### src/rtl/fifo_uart_pkg.sv
// fifo_uart_pkg -- shared definitions for the bit-FIFO to UART transmitter.
//   DATA_W          : bits gathered per UART frame
//   CLK_DIV_DEFAULT : default clk cycles per UART bit (12 MHz / 115200)
//   state_e         : FSM state encoding (value 3'd7 is unused)
package fifo_uart_pkg;

  localparam int DATA_W          = 8;
  localparam int CLK_DIV_DEFAULT = 104;
  localparam int CNT_W           = $clog2(DATA_W + 1);

  typedef enum logic [2:0] {
    ST_IDLE   = 3'd0,
    ST_POP    = 3'd1,
    ST_WAIT   = 3'd2,
    ST_START  = 3'd3,
    ST_DATA   = 3'd4,
    ST_PARITY = 3'd5,
    ST_STOP   = 3'd6
  } state_e;

endpackage

### src/rtl/fifo_uart_tx_if.sv
// fifo_uart_tx_if -- upstream bit-FIFO handshake plus UART line.
//   I_DATA     : serial bit presented by the FIFO
//   fifo_empty : FIFO holds no bits
//   fifo_busy  : FIFO operation in progress, I_DATA not valid
//   pop        : one-cycle request for the next bit
//   O_TX       : UART line, idle high
//   busy       : gathering or transmitting
// master = FIFO / environment side, slave = transmitter side.
interface fifo_uart_tx_if;
  logic I_DATA;
  logic fifo_empty;
  logic fifo_busy;
  logic pop;
  logic O_TX;
  logic busy;

  modport master (output I_DATA, fifo_empty, fifo_busy, input pop, O_TX, busy);
  modport slave  (input I_DATA, fifo_empty, fifo_busy, output pop, O_TX, busy);
endinterface

### src/rtl/fifo_uart_tx_baud_gen.sv
// baud_gen -- bit-period counter for the UART transmitter.
//   clk     : system clock
//   reset   : asynchronous active-low reset
//   restart : hold the counter at 0 (asserted while no frame is on the line)
//   tick    : high on the last cycle of each CLK_DIV-cycle bit period
module baud_gen
  import fifo_uart_pkg::*;
#(
  parameter int CLK_DIV = CLK_DIV_DEFAULT
) (
  input  logic clk,
  input  logic reset,
  input  logic restart,
  output logic tick
);

  localparam logic [15:0] LAST = 16'(CLK_DIV - 1);

  logic [15:0] cnt_q;

  assign tick = !restart && (cnt_q == LAST);

  always_ff @(posedge clk or negedge reset) begin
    if (!reset) begin
      cnt_q <= '0;
    end else if (restart || tick) begin
      cnt_q <= '0;
    end else begin
      cnt_q <= cnt_q + 16'd1;
    end
  end

endmodule

### src/rtl/fifo_uart_tx.sv
// fifo_uart_tx -- gathers 8 bits one at a time from an upstream bit FIFO
// (LSB first) and sends them as one UART frame.
//   clk   : system clock
//   reset : asynchronous active-low reset; forces the line high at once
//   bus   : fifo_uart_tx_if.slave (I_DATA, fifo_empty, fifo_busy -> pop, O_TX, busy)
// Configuration: define FIFO_UART_TX_PARITY_EN to insert an even-parity bit
// (11-bit frame); undefined gives a plain 8N1 10-bit frame.
module fifo_uart_tx
  import fifo_uart_pkg::*;
#(
  parameter int CLK_DIV = CLK_DIV_DEFAULT
) (
  input  logic                 clk,
  input  logic                 reset,
  fifo_uart_tx_if.slave        bus
);

  state_e              state_q;
  logic [CNT_W-1:0]    bit_cnt_q;
  logic [DATA_W-1:0]   shift_q;
  logic                pop_q;
  logic                tx_q;
  logic                rst_done_q;   // holds off the first pop by one edge after reset
  logic                tick;
  logic                in_frame;
  logic [2:0]          next_idx;

  assign in_frame = (state_q == ST_START) || (state_q == ST_DATA) ||
                    (state_q == ST_PARITY) || (state_q == ST_STOP);
  assign next_idx = bit_cnt_q[2:0] + 3'd1;

  // Counter is held at 0 outside a frame so START always begins a full period.
  baud_gen #(.CLK_DIV(CLK_DIV)) u_baud (
    .clk    (clk),
    .reset  (reset),
    .restart(!in_frame),
    .tick   (tick)
  );

  assign bus.pop  = pop_q;
  assign bus.O_TX = tx_q;
  assign bus.busy = (state_q != ST_IDLE) || (bit_cnt_q != '0);

  // NOTE: every register here uses non-blocking assignment, so all branches
  // see the pre-edge values of state_q/bit_cnt_q regardless of statement order.
  always_ff @(posedge clk or negedge reset) begin
    if (!reset) begin
      state_q    <= ST_IDLE;
      bit_cnt_q  <= '0;
      // NOTE: the gather register is reset too, so bits from an aborted
      // frame can never reappear in the next one.
      shift_q    <= '0;
      pop_q      <= 1'b0;
      tx_q       <= 1'b1;
      rst_done_q <= 1'b0;
    end else begin
      pop_q      <= 1'b0;
      rst_done_q <= 1'b1;
      case (state_q)
        ST_IDLE: begin
          if (rst_done_q && !bus.fifo_empty && !bus.fifo_busy) begin
            state_q <= ST_POP;
            pop_q   <= 1'b1;
          end
        end
        ST_POP: state_q <= ST_WAIT;
        ST_WAIT: begin
          if (!bus.fifo_busy) begin
            shift_q[bit_cnt_q[2:0]] <= bus.I_DATA;
            if (bit_cnt_q == CNT_W'(DATA_W - 1)) begin
              bit_cnt_q <= '0;
              state_q   <= ST_START;
              tx_q      <= 1'b0;
            end else begin
              bit_cnt_q <= bit_cnt_q + 1'b1;
              state_q   <= ST_IDLE;
            end
          end
        end
        ST_START: begin
          if (tick) begin
            state_q <= ST_DATA;
            tx_q    <= shift_q[0];
          end
        end
        ST_DATA: begin
          if (tick) begin
            if (bit_cnt_q == CNT_W'(DATA_W - 1)) begin
              bit_cnt_q <= '0;
`ifdef FIFO_UART_TX_PARITY_EN
              state_q   <= ST_PARITY;
              tx_q      <= ^shift_q;
`else
              state_q   <= ST_STOP;
              tx_q      <= 1'b1;
`endif
            end else begin
              bit_cnt_q <= bit_cnt_q + 1'b1;
              tx_q      <= shift_q[next_idx];
            end
          end
        end
`ifdef FIFO_UART_TX_PARITY_EN
        ST_PARITY: begin
          if (tick) begin
            state_q <= ST_STOP;
            tx_q    <= 1'b1;
          end
        end
`endif
        ST_STOP: begin
          if (tick) state_q <= ST_IDLE;
        end
        default: begin
          state_q   <= ST_IDLE;
          bit_cnt_q <= '0;
          tx_q      <= 1'b1;
        end
      endcase
    end
  end

endmodule

### src/flat_wrapper.sv
// flat-port wrapper written by rule: the top's interface ports become plain ports
module fifo_uart_tx_flat import fifo_uart_pkg::*;
#(
  parameter int CLK_DIV = CLK_DIV_DEFAULT
)
  (clk, reset, bus_I_DATA, bus_fifo_empty, bus_fifo_busy, bus_pop, bus_O_TX, bus_busy);
  fifo_uart_tx_if bus_i ();
  input  logic clk;
  input  logic reset;
  input wire logic [$bits(bus_i.I_DATA)-1:0] bus_I_DATA;
  input wire logic [$bits(bus_i.fifo_empty)-1:0] bus_fifo_empty;
  input wire logic [$bits(bus_i.fifo_busy)-1:0] bus_fifo_busy;
  output wire logic [$bits(bus_i.pop)-1:0] bus_pop;
  output wire logic [$bits(bus_i.O_TX)-1:0] bus_O_TX;
  output wire logic [$bits(bus_i.busy)-1:0] bus_busy;
  assign bus_i.I_DATA = bus_I_DATA;
  assign bus_i.fifo_empty = bus_fifo_empty;
  assign bus_i.fifo_busy = bus_fifo_busy;
  assign bus_pop = bus_i.pop;
  assign bus_O_TX = bus_i.O_TX;
  assign bus_busy = bus_i.busy;
  fifo_uart_tx #(.CLK_DIV(CLK_DIV)) u_core (.clk(clk), .reset(reset), .bus(bus_i));
endmodule
### config.mk
export PLATFORM = sky130hd
export DESIGN_NAME = fifo_uart_tx_flat
export DESIGN_NICKNAME = d
export VERILOG_FILES = /design/src/rtl/fifo_uart_pkg.sv /design/src/rtl/fifo_uart_tx_if.sv /design/src/rtl/fifo_uart_tx_baud_gen.sv /design/src/rtl/fifo_uart_tx.sv /design/src/flat_wrapper.sv
export SDC_FILE = /design/constraint.sdc
export NUM_CORES = 1
export LEC_CHECK = 0
export ABC_AREA = 1
export CORE_MARGIN = 1.5
export CORE_UTILIZATION = 62
export DETAILED_ROUTE_END_ITERATION = 12
export PLACE_DENSITY = 0.83
export SLEW_MARGIN = 15
export SYNTH_ARGS = -nofsm -noshare
export SYNTH_HDL_FRONTEND = slang
export SYNTH_SLANG_ARGS = --single-unit
### constraint.sdc
create_clock -name clk -period 4.9 [get_ports clk]
set_clock_uncertainty 0.2 [all_clocks]
set_input_delay 0.98 -clock clk [delete_from_list [all_inputs] [get_ports clk]]
set_output_delay 0.98 -clock clk [all_outputs]
set_load 0.005 [all_outputs]
==> reports/qor.yml, run 1 <==
gp_congestion: 0.915
relSlewSlack_pct: 57.5
synth_edf_count: 0
hold_violations: 0
nNetsFinal: 280
worstMarginPinSlew_ps: 638
area_delta_synth_final_pct: 8.93
drive_gt1_share_pct: 11.0
via_count: 1695
critPathMaxStageDelay_ps: 540
power_frac_comb_pct: 37.1
fin_crit_ps: 3010
clock_path_buffers: 2
cap_viol_max_count: 0
fin_tns_setup_ps: 0
synth_common_cells: "nand2_1 (62), nor2_1 (48), dfrtp_1 (33)"
io_pins: 8
switching_share_pct: 39.8
clock_latency_ps: 350
period_share_pct: 61.4
path_clk_slew_ps: 100
route.detailed.drc: 0
cts_tree: "done"
grt-ovfl-total: 0
cp_data_arrival_time_ps: 1830
avgSynthCellArea_um2: 7.44
ys_seq_area_share_pct: 44.4
fill_cells: 249
switching_power_uw: 330
cts_hold_buffers: 0
antenna_cells: 0
min_path_type: "reg -> reg"
die_h_um: 58.6
core_area_mm2: 0.00300
syn_nets: 266
cp_top_family: "buffers and inverters"
internal-power_uw: 499
ys_async_sr_fraction_pct: 100
cts_resized: 0
clock_sinks: 34
grt_usage_pct: 25.3
start_util_pct: 63.9
p_leak_nw: 0.972
endpoint_kind: "output pin"
rows: 20
crit_fanout: 8
crit_chain: "inv_2 -> ha_1 -> nand3_1 -> clkdlybuf4s50_1"
grt_max_degree: 35
stdcell_count: 306
routed_wl_um: 3770
dp_hpwl_um: 2760
ys_ff_latch: 34
dp.cells: 298
h-tree-depth: 2
synth.most_common_cell: "nand2_1"
slew_viol_final: 0
drt_pass1_iterations: 5
rsz0062_at_grt: "false"
p_clk_share_pct: 19.7
numCtsBuffers: 5
synth_area_leaders: "dfrtp_1 (43%), nand2_1 (12%), nor2_1 (9.4%), inv_1 (4.5%), nand3_1 (3.9%)"
peakVddDrop_mv: 0.248
drt-wirelength-per-cell_um: 12.3
final_antenna_net_count: 0
start_kind: "register"
crit_type: "reg -> out"
cts_setup_buffers: 0
synth_top_area_share_pct: 43.0
via_per_inst: 5.54
cp.required_ps: 3720
die_w_um: 58.6
cpMaxStageDelayCell: "dfrtp_1"
seqPwrFrac_pct: 43.2
die_area_mm2: 0.00344
port_buffers: 7
crit_buf_inv: 2
grt_pass1_vias: 1610
synth_top_area_cell: "dfrtp_1"
ys_types: 28
drt_iter0_drc: 90
grt_pass1_wl_um: 6630
powerDensity_mw_per_mm2: 397
fmax_mhz: 333
setup-violations-final: 0
ys.flop_type: "dfrtp_1"
antenna_found_initial: 0
clockRootBuffer: "clkbuf_4"
yosysWarnings: 0
status: "finished clean"
synth_cells: 258
syn_area_mm2: 0.00192
-- power by group through the flow --
stage / logic, mW / registers (mW) / clock network, mW
after floorplan: 0.235 / 0.353 / 0
after global placement: 0.301 / 0.363 / 0
after detailed placement: 0.305 / 0.362 / 0
after CTS: 0.310 / 0.358 / 0.167
after global routing: 0.352 / 0.364 / 0.177
final: 0.307 / 0.358 / 0.164
-- flip-flops by register name, indices dropped and copies added, names as in the netlist --
register,flops
u_core.rst_done_q,1
u_core.shift_q,8
u_core.bus.pop,1
u_core.bit_cnt_q,4
u_core.bus.O_TX,1
u_core.state_q,3
u_core.u_baud.cnt_q,16
-- worst reg2reg max path, stage by stage, from the launching register on --
cell     delay [ps]
dfrtp_1         380
ha_1            170
nand2_1          80
inv_1           100
nand2_1          70
nor2_1           90
nand2_1         130
o21ai_2         290
nor2_1          110
o21a_1          120
-- metal layers --
metal  track usage [%]  part of all wire (%)
met5                 0                     0
met4              10.7                   2.3
met3              6.59                   3.8
met2              43.7                    51
met1              29.9                    43
-- worst paths after layout --
kind,startpoint,endpoint,slack (ps),depth (start not counted)
setup / recovery,u_core.bit_cnt_q[0]$_DFFE_PN0P_,bus_busy,1890,4
hold / removal,u_core.u_baud.cnt_q[0]$_DFF_PN0_,u_core.u_baud.cnt_q[0]$_DFF_PN0_,260,1
setup reg to reg,u_core.u_baud.cnt_q[0]$_DFF_PN0_,u_core.u_baud.cnt_q[10]$_DFF_PN0_,3080,9
hold reg to reg,u_core.u_baud.cnt_q[0]$_DFF_PN0_,u_core.u_baud.cnt_q[0]$_DFF_PN0_,260,1
max in group asynchronous,reset,u_core.bus.O_TX$_DFFE_PN1P_,3350,2
min in group asynchronous,reset,u_core.u_baud.cnt_q[14]$_DFF_PN0_,820,2
-- layout by cell type (no fill, tap or decap), types with 5 or more instances in the layout --
cell type	count
nand2_1	62
nor2_1	48
dfrtp_1	33
inv_1	23
nand3_1	15
a21oi_1	14
a31oi_1	8
nor3_1	7
clkdlybuf4s50_1	7
inv_2	6
clkbuf_4	5
-- logic make-up (layout without fill, tap and decap cells) --
family | Yosys count | count (layout) | share of synthesized area, %
AO/OA/AOI/OAI | 34 | 34 | 10.4
adder cells (fa/ha/maj) | 3 | 3 | 1.96
XOR/XNOR | 6 | 6 | 2.74
other | 1 | 1 | 0.195
buffers and inverters | 30 | 45 | 6.06
flip-flops | 34 | 34 | 44.4
AND/OR/NAND/NOR | 150 | 150 | 34.2
-- layout make-up --
type / instances / area [um2] / area share [%]
clock buffers: 7 / 55.1 / 2.63
multi-input cells: 194 / 951 / 45.5
flip-flops and latches: 34 / 852 / 40.8
clock inverters: 1 / 5.00 / 0.239
repair buffers: 8 / 77.6 / 3.71
inverters: 29 / 109 / 5.21
well taps: 33 / 41.3 / 1.97
-- per-stage QoR --
step | util, % | hold WS [ps] | cell area, um2 | power, mW | setup slack [ps]
2_1_floorplan | - | 231 | 1920 | 0.589 | 2840
3_3_place_gp | 67.6 | 249 | 2030 | 0.663 | 2320
3_5_place_dp | 67.6 | 255 | 2030 | 0.668 | 2300
6_report | 69.6 | 265 | 2090 | 0.829 | 1890
5_1_grt | 69.6 | 292 | 2090 | 0.893 | 1790
4_1_cts | 69.6 | 269 | 2090 | 0.835 | 1880
No activity file was read; power rests on OpenSTA's default activity.
==> inputs of run 2 (changes only) <==
Settings changed: CORE_UTILIZATION 62 to 60, PLACE_DENSITY 0.83 to 0.81.
Clock period 4.9 ns to 3.04 ns, I/O delays scaled along.
==> reports/qor.yml, run 2 (synthesis results as in run 1) <==
setup-violations-final: 0
route.detailed.drc: 0
crit_type: "reg -> out"
cts_hold_buffers: 0
port_buffers: 7
die_area_mm2: 0.00355
cts_tree: "done"
path_clk_slew_ps: 100
drt-wirelength-per-cell_um: 11.4
final_cell_mix: "nand2_1 (62), nor2_1 (48), dfrtp_1 (33)"
crit_buf_inv: 2
rows: 20
antenna_found_initial: 0
crit_chain: "inv_2 -> ha_1 -> nand3_1 -> clkdlybuf4s50_1"
fin_tns_setup_ps: 0
grt_pass1_wl_um: 6460
rr_startpoint: "u_core.state_q[2]$_DFFE_PN0P_"
fin_crit_ps: 2610
h-tree-depth: 2
placed_area_mm2: 0.00204
start_kind: "register"
top_regs: "u_core.u_baud.cnt_q: 16 flops, u_core.shift_q: 8 flops, u_core.bit_cnt_q: 4 flops"
routed_wl_um: 3620
cp_data_arrival_time_ps: 1800
endpoint_kind: "output pin"
largest_register: "u_core.u_baud.cnt_q"
period_share_pct: 85.9
status: "finished clean"
p_leak_nw: 0.972
peakVddDrop_mv: 0.423
nNetsFinal: 280
clock_path_buffers: 2
clockRootBuffer: "clkbuf_4"
via_count: 1639
min_path_type: "reg -> reg"
stdcell_count: 317
r2r_slack_ps: 1200
clock_sinks: 34
r2r_cells: 6
numCtsBuffers: 5
fin_area_mm2: 0.00210
cp-startpoint: "u_core.bit_cnt_q[0]$_DFFE_PN0P_"
rr_endpoint: "u_core.u_baud.cnt_q[10]$_DFF_PN0_"
core_area_mm2: 0.00305
power_frac_comb_pct: 37.0
crit_fanout: 8
switching_share_pct: 39.5
gp_congestion: 0.885
cp_top_family: "buffers and inverters"
die_h_um: 59.6
drt_iter0_drc: 152
rsz0062_at_grt: "false"
switching_power_uw: 525
hold_violations: 0
grt_max_degree: 35
io_pins: 8
cts_resized: 0
seqPwrFrac_pct: 43.3
cp.required_ps: 2230
cap_viol_max_count: 0
dp.cells: 309
p_clk_share_pct: 19.6
grt_usage_pct: 24.4
largest_reg_flops: 16
cpMaxStageDelayCell: "dfrtp_1"
powerDensity_mw_per_mm2: 632
cts_setup_buffers: 0
drive_gt1_share_pct: 11.0
worstMarginPinSlew_ps: 664
clock_latency_ps: 340
final_common_cell: "nand2_1"
total_power_mw: 1.33
grt-ovfl-total: 0
final_antenna_net_count: 0
die_w_um: 59.6
relSlewSlack_pct: 55.7
via_per_inst: 5.17
area_delta_synth_final_pct: 9.65
internal-power_uw: 804
cp-endpoint: "bus_busy"
start_util_pct: 62.9
grt_pass1_vias: 1492
cp.depth: 4
critPathMaxStageDelay_ps: 520
antenna_cells: 0
fmax_mhz: 383
slew_viol_final: 0
drt_pass1_iterations: 4
dp_hpwl_um: 2650
==> run 2: worst min path at each step <==
stage          depth (start not counted)                          endpoint                              from
6_report                               1  u_core.u_baud.cnt_q[0]$_DFF_PN0_  u_core.u_baud.cnt_q[0]$_DFF_PN0_
5_1_grt                                1  u_core.u_baud.cnt_q[0]$_DFF_PN0_  u_core.u_baud.cnt_q[0]$_DFF_PN0_
4_1_cts                                1  u_core.u_baud.cnt_q[0]$_DFF_PN0_  u_core.u_baud.cnt_q[0]$_DFF_PN0_
3_5_place_dp                           1  u_core.u_baud.cnt_q[0]$_DFF_PN0_  u_core.u_baud.cnt_q[0]$_DFF_PN0_
3_3_place_gp                           1  u_core.u_baud.cnt_q[0]$_DFF_PN0_  u_core.u_baud.cnt_q[0]$_DFF_PN0_
2_1_floorplan                          0   u_core.bit_cnt_q[0]$_DFFE_PN0P_                             reset
==> run 2: power by group through the flow <==
stage                     combinational (mW)  sequential (mW)  clock [mW]
after floorplan                        0.379            0.569           0
after global placement                 0.483            0.584           0
after detailed placement               0.489            0.584           0
after CTS                              0.491            0.576       0.271
after global routing                   0.571            0.585       0.288
final                                  0.493            0.576       0.261
==> run 2: area by class of cell <==
cell class | count | area (um2)
clock inverters | 1 | 5.00
flip-flops and latches | 34 | 852
inverters | 29 | 109
repair buffers | 8 | 77.6
clock buffers | 7 | 55.1
multi-input cells | 194 | 951
well taps | 44 | 55.1
fillers | 257 | 948
==> run 2: routing by layer <==
metal  track usage (%)  part of all wire (%)  up-vias
li1                  -                     -      865
met1              36.0                    50      727
met2              33.6                    43       39
met3              4.59                   4.9        8
met4              13.3                   2.0        0
met5                 0                     0        -
==> run 2: per-stage QoR <==
step / util (%) / hold slack [ps] / worst slack (ps)
floorplan: - / 112 / 1350
global placement: 67.0 / 252 / 833
detailed placement: 67.0 / 260 / 799
CTS: 68.9 / 275 / 403
global route: 68.9 / 327 / 331
finish: 68.9 / 271 / 429
